[src/rtl/lsu_ctrl_pkg.sv]
// Shared encodings for the load/store sequencer: extend codes, FSM states
// and the alignment/legality helper.
package lsu_ctrl_pkg;

  localparam logic [2:0] EXT_BYTE  = 3'd0;
  localparam logic [2:0] EXT_HALF  = 3'd1;
  localparam logic [2:0] EXT_WORD  = 3'd2;
  localparam logic [2:0] EXT_BYTEU = 3'd4;
  localparam logic [2:0] EXT_HALFU = 3'd5;

  typedef enum logic [1:0] {
    ST_IDLE  = 2'd0,
    ST_ISSUE = 2'd1,
    ST_WAIT  = 2'd2,
    ST_RESP  = 2'd3
  } lsu_state_e;

  // Unknown codes are illegal regardless of address.
  function automatic logic req_legal(input logic [2:0] ctrl, input logic [1:0] addr_lo);
    logic ok;
    ok = 1'b0;
    case (ctrl)
      EXT_BYTE, EXT_BYTEU: ok = 1'b1;
      EXT_HALF, EXT_HALFU: ok = ~addr_lo[0];
      EXT_WORD:            ok = (addr_lo == 2'b00);
      default:             ok = 1'b0;
    endcase
    return ok;
  endfunction

endpackage

[src/rtl/lsu_ctrl_extend.sv]
// Sign/zero extension of a right-aligned load word according to the EXT code.
module lsu_ctrl_extend
  import lsu_ctrl_pkg::*;
(
  input  logic [31:0] din,
  input  logic [2:0]  ctrl,
  output logic [31:0] dout
);

  always_comb begin
    dout = '0;
    case (ctrl)
      EXT_BYTE:  dout = {{24{din[7]}}, din[7:0]};
      EXT_HALF:  dout = {{16{din[15]}}, din[15:0]};
      EXT_WORD:  dout = din;
      EXT_BYTEU: dout = {24'd0, din[7:0]};
      EXT_HALFU: dout = {16'd0, din[15:0]};
      default:   dout = '0;
    endcase
  end

endmodule

[src/rtl/lsu_ctrl.sv]
// Single-outstanding load/store sequencer between the memory stage and the
// data-memory port: alignment check, strobes/lane replication, load extend.
module lsu_ctrl
  import lsu_ctrl_pkg::*;
(
  input  logic        clk,
  input  logic        rst_n,
  input  logic        req_valid,
  output logic        req_ready,
  input  logic        req_we,
  input  logic [31:0] req_addr,
  input  logic [31:0] req_wdata,
  input  logic [2:0]  req_ctrl,
  output logic        resp_valid,
  output logic [31:0] resp_rdata,
  output logic        resp_err,
  output logic        mem_valid,
  input  logic        mem_ready,
  output logic        mem_we,
  output logic [31:0] mem_addr,
  output logic [31:0] mem_wdata,
  output logic [3:0]  mem_wstrb,
  input  logic        mem_rvalid,
  input  logic [31:0] mem_rdata
);

  lsu_state_e  state_q, state_d;
  logic        we_q, we_d;
  logic [31:0] addr_q, addr_d;
  logic [31:0] wdata_q, wdata_d;
  logic [2:0]  ctrl_q, ctrl_d;
  logic        err_q, err_d;
  logic [31:0] rdata_q, rdata_d;

  logic [31:0] rd_shifted;
  logic [31:0] rd_ext;
  logic [31:0] st_wdata;
  logic [3:0]  st_strb;

  assign rd_shifted = mem_rdata >> {addr_q[1:0], 3'b000};

  lsu_ctrl_extend u_extend (
    .din  (rd_shifted),
    .ctrl (ctrl_q),
    .dout (rd_ext)
  );

  always_comb begin
    st_wdata = wdata_q;
    st_strb  = 4'b1111;
    case (ctrl_q)
      EXT_BYTE, EXT_BYTEU: begin
        st_wdata = {4{wdata_q[7:0]}};
        st_strb  = 4'b0001 << addr_q[1:0];
      end
      EXT_HALF, EXT_HALFU: begin
        st_wdata = {2{wdata_q[15:0]}};
        st_strb  = 4'b0011 << addr_q[1:0];
      end
      default: begin
        st_wdata = wdata_q;
        st_strb  = 4'b1111;
      end
    endcase
  end

  // err_q and rdata_q are only ever nonzero while in RESP.
  always_comb begin
    state_d    = state_q;
    we_d       = we_q;
    addr_d     = addr_q;
    wdata_d    = wdata_q;
    ctrl_d     = ctrl_q;
    err_d      = 1'b0;
    rdata_d    = '0;
    req_ready  = 1'b0;
    resp_valid = 1'b0;
    mem_valid  = 1'b0;
    mem_we     = 1'b0;
    mem_addr   = '0;
    mem_wdata  = '0;
    mem_wstrb  = '0;

    case (state_q)
      ST_IDLE: begin
        req_ready = 1'b1;
        if (req_valid) begin
          we_d    = req_we;
          addr_d  = req_addr;
          wdata_d = req_wdata;
          ctrl_d  = req_ctrl;
          if (req_legal(req_ctrl, req_addr[1:0])) begin
            state_d = ST_ISSUE;
          end else begin
            err_d   = 1'b1;
            state_d = ST_RESP;
          end
        end
      end
      ST_ISSUE: begin
        mem_valid = 1'b1;
        mem_we    = we_q;
        mem_addr  = {addr_q[31:2], 2'b00};
        mem_wdata = we_q ? st_wdata : 32'd0;
        mem_wstrb = we_q ? st_strb : 4'd0;
        if (mem_ready) begin
          if (we_q) begin
            state_d = ST_RESP;
          end else if (mem_rvalid) begin
            rdata_d = rd_ext;
            state_d = ST_RESP;
          end else begin
            state_d = ST_WAIT;
          end
        end
      end
      ST_WAIT: begin
        if (mem_rvalid) begin
          rdata_d = rd_ext;
          state_d = ST_RESP;
        end
      end
      ST_RESP: begin
        resp_valid = 1'b1;
        state_d    = ST_IDLE;
      end
      default: state_d = ST_IDLE;
    endcase
  end

  assign resp_rdata = rdata_q;
  assign resp_err   = err_q;

  always_ff @(posedge clk or negedge rst_n) begin
    if (!rst_n) begin
      state_q <= ST_IDLE;
      we_q    <= 1'b0;
      addr_q  <= '0;
      wdata_q <= '0;
      ctrl_q  <= '0;
      err_q   <= 1'b0;
      rdata_q <= '0;
    end else begin
      state_q <= state_d;
      we_q    <= we_d;
      addr_q  <= addr_d;
      wdata_q <= wdata_d;
      ctrl_q  <= ctrl_d;
      err_q   <= err_d;
      rdata_q <= rdata_d;
    end
  end

endmodule

[config.mk]
export PLATFORM = sky130hd
export DESIGN_NAME = lsu_ctrl
export DESIGN_NICKNAME = d
export VERILOG_FILES = /design/src/rtl/lsu_ctrl_pkg.sv /design/src/rtl/lsu_ctrl_extend.sv /design/src/rtl/lsu_ctrl.sv
export SDC_FILE = /design/constraint.sdc
export NUM_CORES = 1
export LEC_CHECK = 0
export CAP_MARGIN = 20
export CORE_ASPECT_RATIO = 1.4
export CORE_MARGIN = 4
export CORE_UTILIZATION = 45
export DETAILED_ROUTE_END_ITERATION = 8
export GPL_ROUTABILITY_DRIVEN = 0
export HOLD_SLACK_MARGIN = 0.15
export PLACE_DENSITY = 0.79
export SETUP_SLACK_MARGIN = 0.15
export SYNTH_ARGS = -nofsm -noshare
export SYNTH_HDL_FRONTEND = slang
export SYNTH_HIERARCHICAL = 1
export SYNTH_SLANG_ARGS = --single-unit
[constraint.sdc]
create_clock -name clk -period 2.47 [get_ports clk]
set_clock_uncertainty 0.05 [all_clocks]
set_input_delay 0.494 -clock clk [delete_from_list [all_inputs] [get_ports clk]]
set_output_delay 0.494 -clock clk [all_outputs]
set_load 0.02 [all_outputs]
==> results.py <==
metrics = {
    "clock_tree": {
        "ctsHoldBuffers": 0,
        "clock_sinks": 103,
        "path_clk_slew_ns": 0.08,
        "post-cts-setup-buffers": 0,
        "number_of_buffers_added_by_the_clock_tree_synthesis_step": 9,
        "clock_latency_of_the_later_clocked_register_in_the_worst_skew_pair_ns": 0.33,
        "tritoncts": "yes",
        "clock-root-buffer": "sky130_fd_sc_hd__clkbuf_16",
        "cts_htree_levels": 3,
        "cts.path.max_buffers": 2,
    },
    "yosys": {
        "synth_edf_count": 0,
        "netlist_instances": 532,
        "synthArstFlopShare_pct": 100,
        "fraction_of_the_mapped_netlist_area_in_compound_gates_pct": 8.83,
        "post-synth-top-area-fraction_pct": 45.4,
        "synth_top_cell_by_area": "sky130_fd_sc_hd__dfrtp_1",
        "yosys.area_share.adder_pct": 0.881,
        "combinational_family_with_the_most_area_after_synthesis": "multiplexers",
        "area_of_the_mapped_netlist_um2": 5680,
        "synth_flop_cell": "sky130_fd_sc_hd__dfrtp_1",
        "yosys.cell_types.count": 36,
        "post_synth_main_area_contributors": "sky130_fd_sc_hd__dfrtp_1 45%, sky130_fd_sc_hd__mux2_2 15%, sky130_fd_sc_hd__and2_1 8.6%, sky130_fd_sc_hd__mux2i_1 8.5%, sky130_fd_sc_hd__a21oi_1 2.6%",
        "synthesis.area_per_instance_um2": 10.7,
        "synth.mux.area_fraction_pct": 23.7,
        "synth_simple_gate_area_share_pct": 16.1,
        "synth-seq-area-share_pct": 45.4,
        "synth-seq-cells": 103,
        "synth_warnings": 6,
        "synth-xor-area-share_pct": 0,
    },
    "floorplanning": {
        "num_rows": 48,
        "design.core.area_um2": 12400,
        "die_width_um": 103,
        "initial_utilization_pct": 45.9,
        "die_area_um2": 14500,
        "io_pins": 210,
        "dieHeight_um": 141,
    },
    "sta": {
        "final_max_slew_viol_count": 0,
        "timing_worst_slew_pin_value_ns": 0.889,
        "timing.hold.ws_ns": 0.136,
        "hold_violations": 0,
        "final_min_period_over_clock_period_pct": 91.1,
        "timing.final.crit_period_ns": 2.25,
        "tns_ns": 0,
        "maxSlewHeadroom_pct": 40.7,
        "fmaxAchievable_mhz": 445,
        "rsz_0062_raised_after_global_routing": "yes",
        "setup_viol_count_final": 0,
        "fin_ws_ns": 0.221,
    },
    "global_routing": {
        "wire_length_of_the_first_global_routing_pass_um": 26600,
        "first_global_vias": 5098,
        "grt_antenna_before_repair": 0,
        "grt.overflow.total": 0,
        "grt_use_total_pct": 23.3,
        "grt_max_degree": 54,
    },
    "layout": {
        "fillerInstances": 1046,
        "syn_to_final_growth_pct": 40.8,
        "instances_no_fill": 884,
        "antenna_cells": 0,
        "final_nets": 838,
        "post_route_cells_drive_above_1_share_pct": 22.5,
    },
    "critical_path": {
        "r2r_slack_ns": 0.43,
        "critPathLaunchType": "flip-flop",
        "critPathMaxStageDelay_ns": 0.38,
        "critPathSlowestCell": "sky130_fd_sc_hd__dfrtp_1",
        "path_depth": 6,
        "path_common_cell": "sky130_fd_sc_hd__inv_1",
        "crit_required_ns": 1.93,
        "cp.buffers_inverters": 4,
        "worstPathArrival_ns": 1.71,
        "cpLargestDelayFamily": "buffers and inverters",
        "endpoint_kind": "output pin",
        "r2r_cells": 6,
        "cp_max_fo": 29,
        "cp-endpoint": "mem_we",
        "critPathKind": "reg2out",
        "critical_path.reg2reg.startpoint": "state_q[1]",
        "cp_cell_sequence": "inv_1, ha_2, nand2_1, buf_8, inv_1, dlygate4sd2_1",
        "timing.rr.end": "resp_rdata[4]",
        "crit_start": "state_q[1]",
    },
    "run_status": {
        "status": "complete, no violations",
    },
    "power": {
        "switchingPower_mw": 4.00,
        "clockPowerShare_pct": 15.2,
        "switching_share_pct": 41.6,
        "maximum_vdd_ir_drop_uv": 610,
        "power_density_nw_per_um2": 1200,
        "seq_pwr_share_pct": 28.8,
        "internal_power_mw": 5.62,
        "share_comb_of_total_power_pct": 56.0,
        "power_mw": 9.62,
        "cellLeakagePower_nw": 3.71,
    },
    "routing": {
        "wl_per_cell_um": 18.9,
        "dr_total_vias": 4741,
        "wl_um": 16700,
        "dr.first_iter.drc_count": 166,
        "number_of_remaining_drc_errors": 0,
        "via_per_inst": 5.36,
        "postRouteAntennaNets": 0,
        "detail_route.first_pass.iterations": 4,
    },
    "worst_hold_path": {
        "hold_path.class": "in2async",
    },
    "placed_design": {
        "pre_cts_ws_ns": 0.153,
        "number_of_port_buffers": 207,
        "hpwl_um": 12600,
        "place_inst": 868,
    },
    "run": {
        "cap_viol_max_count": 0,
    },
}
## repair_timing
action                                  in CTS  in global routing
gates resized for setup                    118                 61
endpoints found under the setup margin      68                 60
gates cloned                                 0                  0
## power groups by stage
stage	sequential [mW]	clock [mW]	combinational, mW
3_3_place_gp	2.75	0	5.54
5_1_grt	2.86	1.58	5.85
6_report	2.77	1.46	5.39
2_1_floorplan	2.71	0	3.73
4_1_cts	2.77	1.49	5.48
3_5_place_dp	2.80	0	5.69
## stage by stage
step	cell area, um2	util, %
after floorplan	5690	-
after global placement	7890	63.8
after detailed placement	7890	63.8
after CTS	8170	66.0
after global routing	8000	64.6
final	8000	64.6
## logic make-up after synthesis
group	count (synthesis)
AND/OR/NAND/NOR	164
multiplexers	125
flip-flops	103
AO/OA/AOI/OAI	84
buffers and inverters	51
adder cells (fa/ha/maj)	4
other	1
## cell usage in the layout, fill, tap and decap left out, types with 2 or more instances in the layout
cell type                           n
sky130_fd_sc_hd__conb_1             2
sky130_fd_sc_hd__dfrtp_1          102
sky130_fd_sc_hd__dlygate4sd2_1     24
sky130_fd_sc_hd__a21oi_1           28
sky130_fd_sc_hd__clkbuf_2          21
sky130_fd_sc_hd__and3_1             8
sky130_fd_sc_hd__nor2_1            22
sky130_fd_sc_hd__o2bb2ai_1          7
sky130_fd_sc_hd__clkinvlp_4         2
sky130_fd_sc_hd__mux2_1             3
sky130_fd_sc_hd__ha_1               3
sky130_fd_sc_hd__clkbuf_16          9
sky130_fd_sc_hd__clkdlybuf4s15_1    4
sky130_fd_sc_hd__buf_12             4
sky130_fd_sc_hd__mux2i_1           48
sky130_fd_sc_hd__inv_1              5
sky130_fd_sc_hd__and2_1            78
sky130_fd_sc_hd__nor2b_1           14
sky130_fd_sc_hd__inv_6              2
sky130_fd_sc_hd__o21ai_0           22
sky130_fd_sc_hd__buf_2             18
sky130_fd_sc_hd__o21ai_2            3
sky130_fd_sc_hd__a211oi_1           8
sky130_fd_sc_hd__buf_4             21
sky130_fd_sc_hd__mux2_2            74
sky130_fd_sc_hd__nand2_1           33
sky130_fd_sc_hd__o21ai_1           10
sky130_fd_sc_hd__clkdlybuf4s50_1  137
## worst min path at each step
stage	slack, ns	start	end	cells past startpoint
final	0.14	rst_n	addr_q[5]	1
after floorplan	0.15	rst_n	addr_q[0]	0
after detailed placement	0.44	addr_q[14]	addr_q[14]	1
after CTS	0.16	rst_n	addr_q[5]	1
after global routing	0.18	rst_n	addr_q[5]	1
after global placement	0.42	addr_q[14]	addr_q[14]	1
## Yosys cell counts (3+ instances only)
master	n
sky130_fd_sc_hd__nand2_1	34
sky130_fd_sc_hd__dfrtp_1	103
sky130_fd_sc_hd__clkbuf_1	17
sky130_fd_sc_hd__mux2_2	74
sky130_fd_sc_hd__and2_1	78
sky130_fd_sc_hd__buf_2	14
sky130_fd_sc_hd__buf_6	7
sky130_fd_sc_hd__o21ai_0	23
sky130_fd_sc_hd__ha_1	4
sky130_fd_sc_hd__o21ai_1	9
sky130_fd_sc_hd__a211oi_1	8
sky130_fd_sc_hd__buf_4	7
sky130_fd_sc_hd__o2bb2ai_1	7
sky130_fd_sc_hd__o21ai_2	3
sky130_fd_sc_hd__and3_1	8
sky130_fd_sc_hd__mux2i_1	48
sky130_fd_sc_hd__mux2_1	3
sky130_fd_sc_hd__nor2b_1	14
sky130_fd_sc_hd__a21oi_1	29
sky130_fd_sc_hd__inv_1	5
sky130_fd_sc_hd__nor2_1	22
## layout make-up
type | count | area (um2) | area share, %
Timing Repair Buffer | 231 | 2080 | 26.0
Tap cell | 150 | 188 | 2.35
Inverter | 5 | 18.8 | 0.235
Clock buffer | 9 | 225 | 2.82
Multi-Input combinational cell | 379 | 2830 | 35.4
Sequential cell | 103 | 2580 | 32.2
Clock inverter | 7 | 78.8 | 0.986
## layer usage
metal,vias up,GRT usage [%],wire length (um)
met1,2351,27.0,6230
met3,20,4.85,1080
met5,-,0,0
met4,0,7.57,359
li1,2207,-,-
met2,163,41.8,9000
## sequential cells by signal (all words and copies together), names as in the netlist
| name | count |
|---|---|
| addr_q | 32 |
| ctrl_q | 3 |
| resp_err | 1 |
| resp_rdata | 32 |
| state_q | 2 |
| wdata_q | 32 |
| we_q | 1 |
No activity file was read; power rests on OpenSTA's default activity.
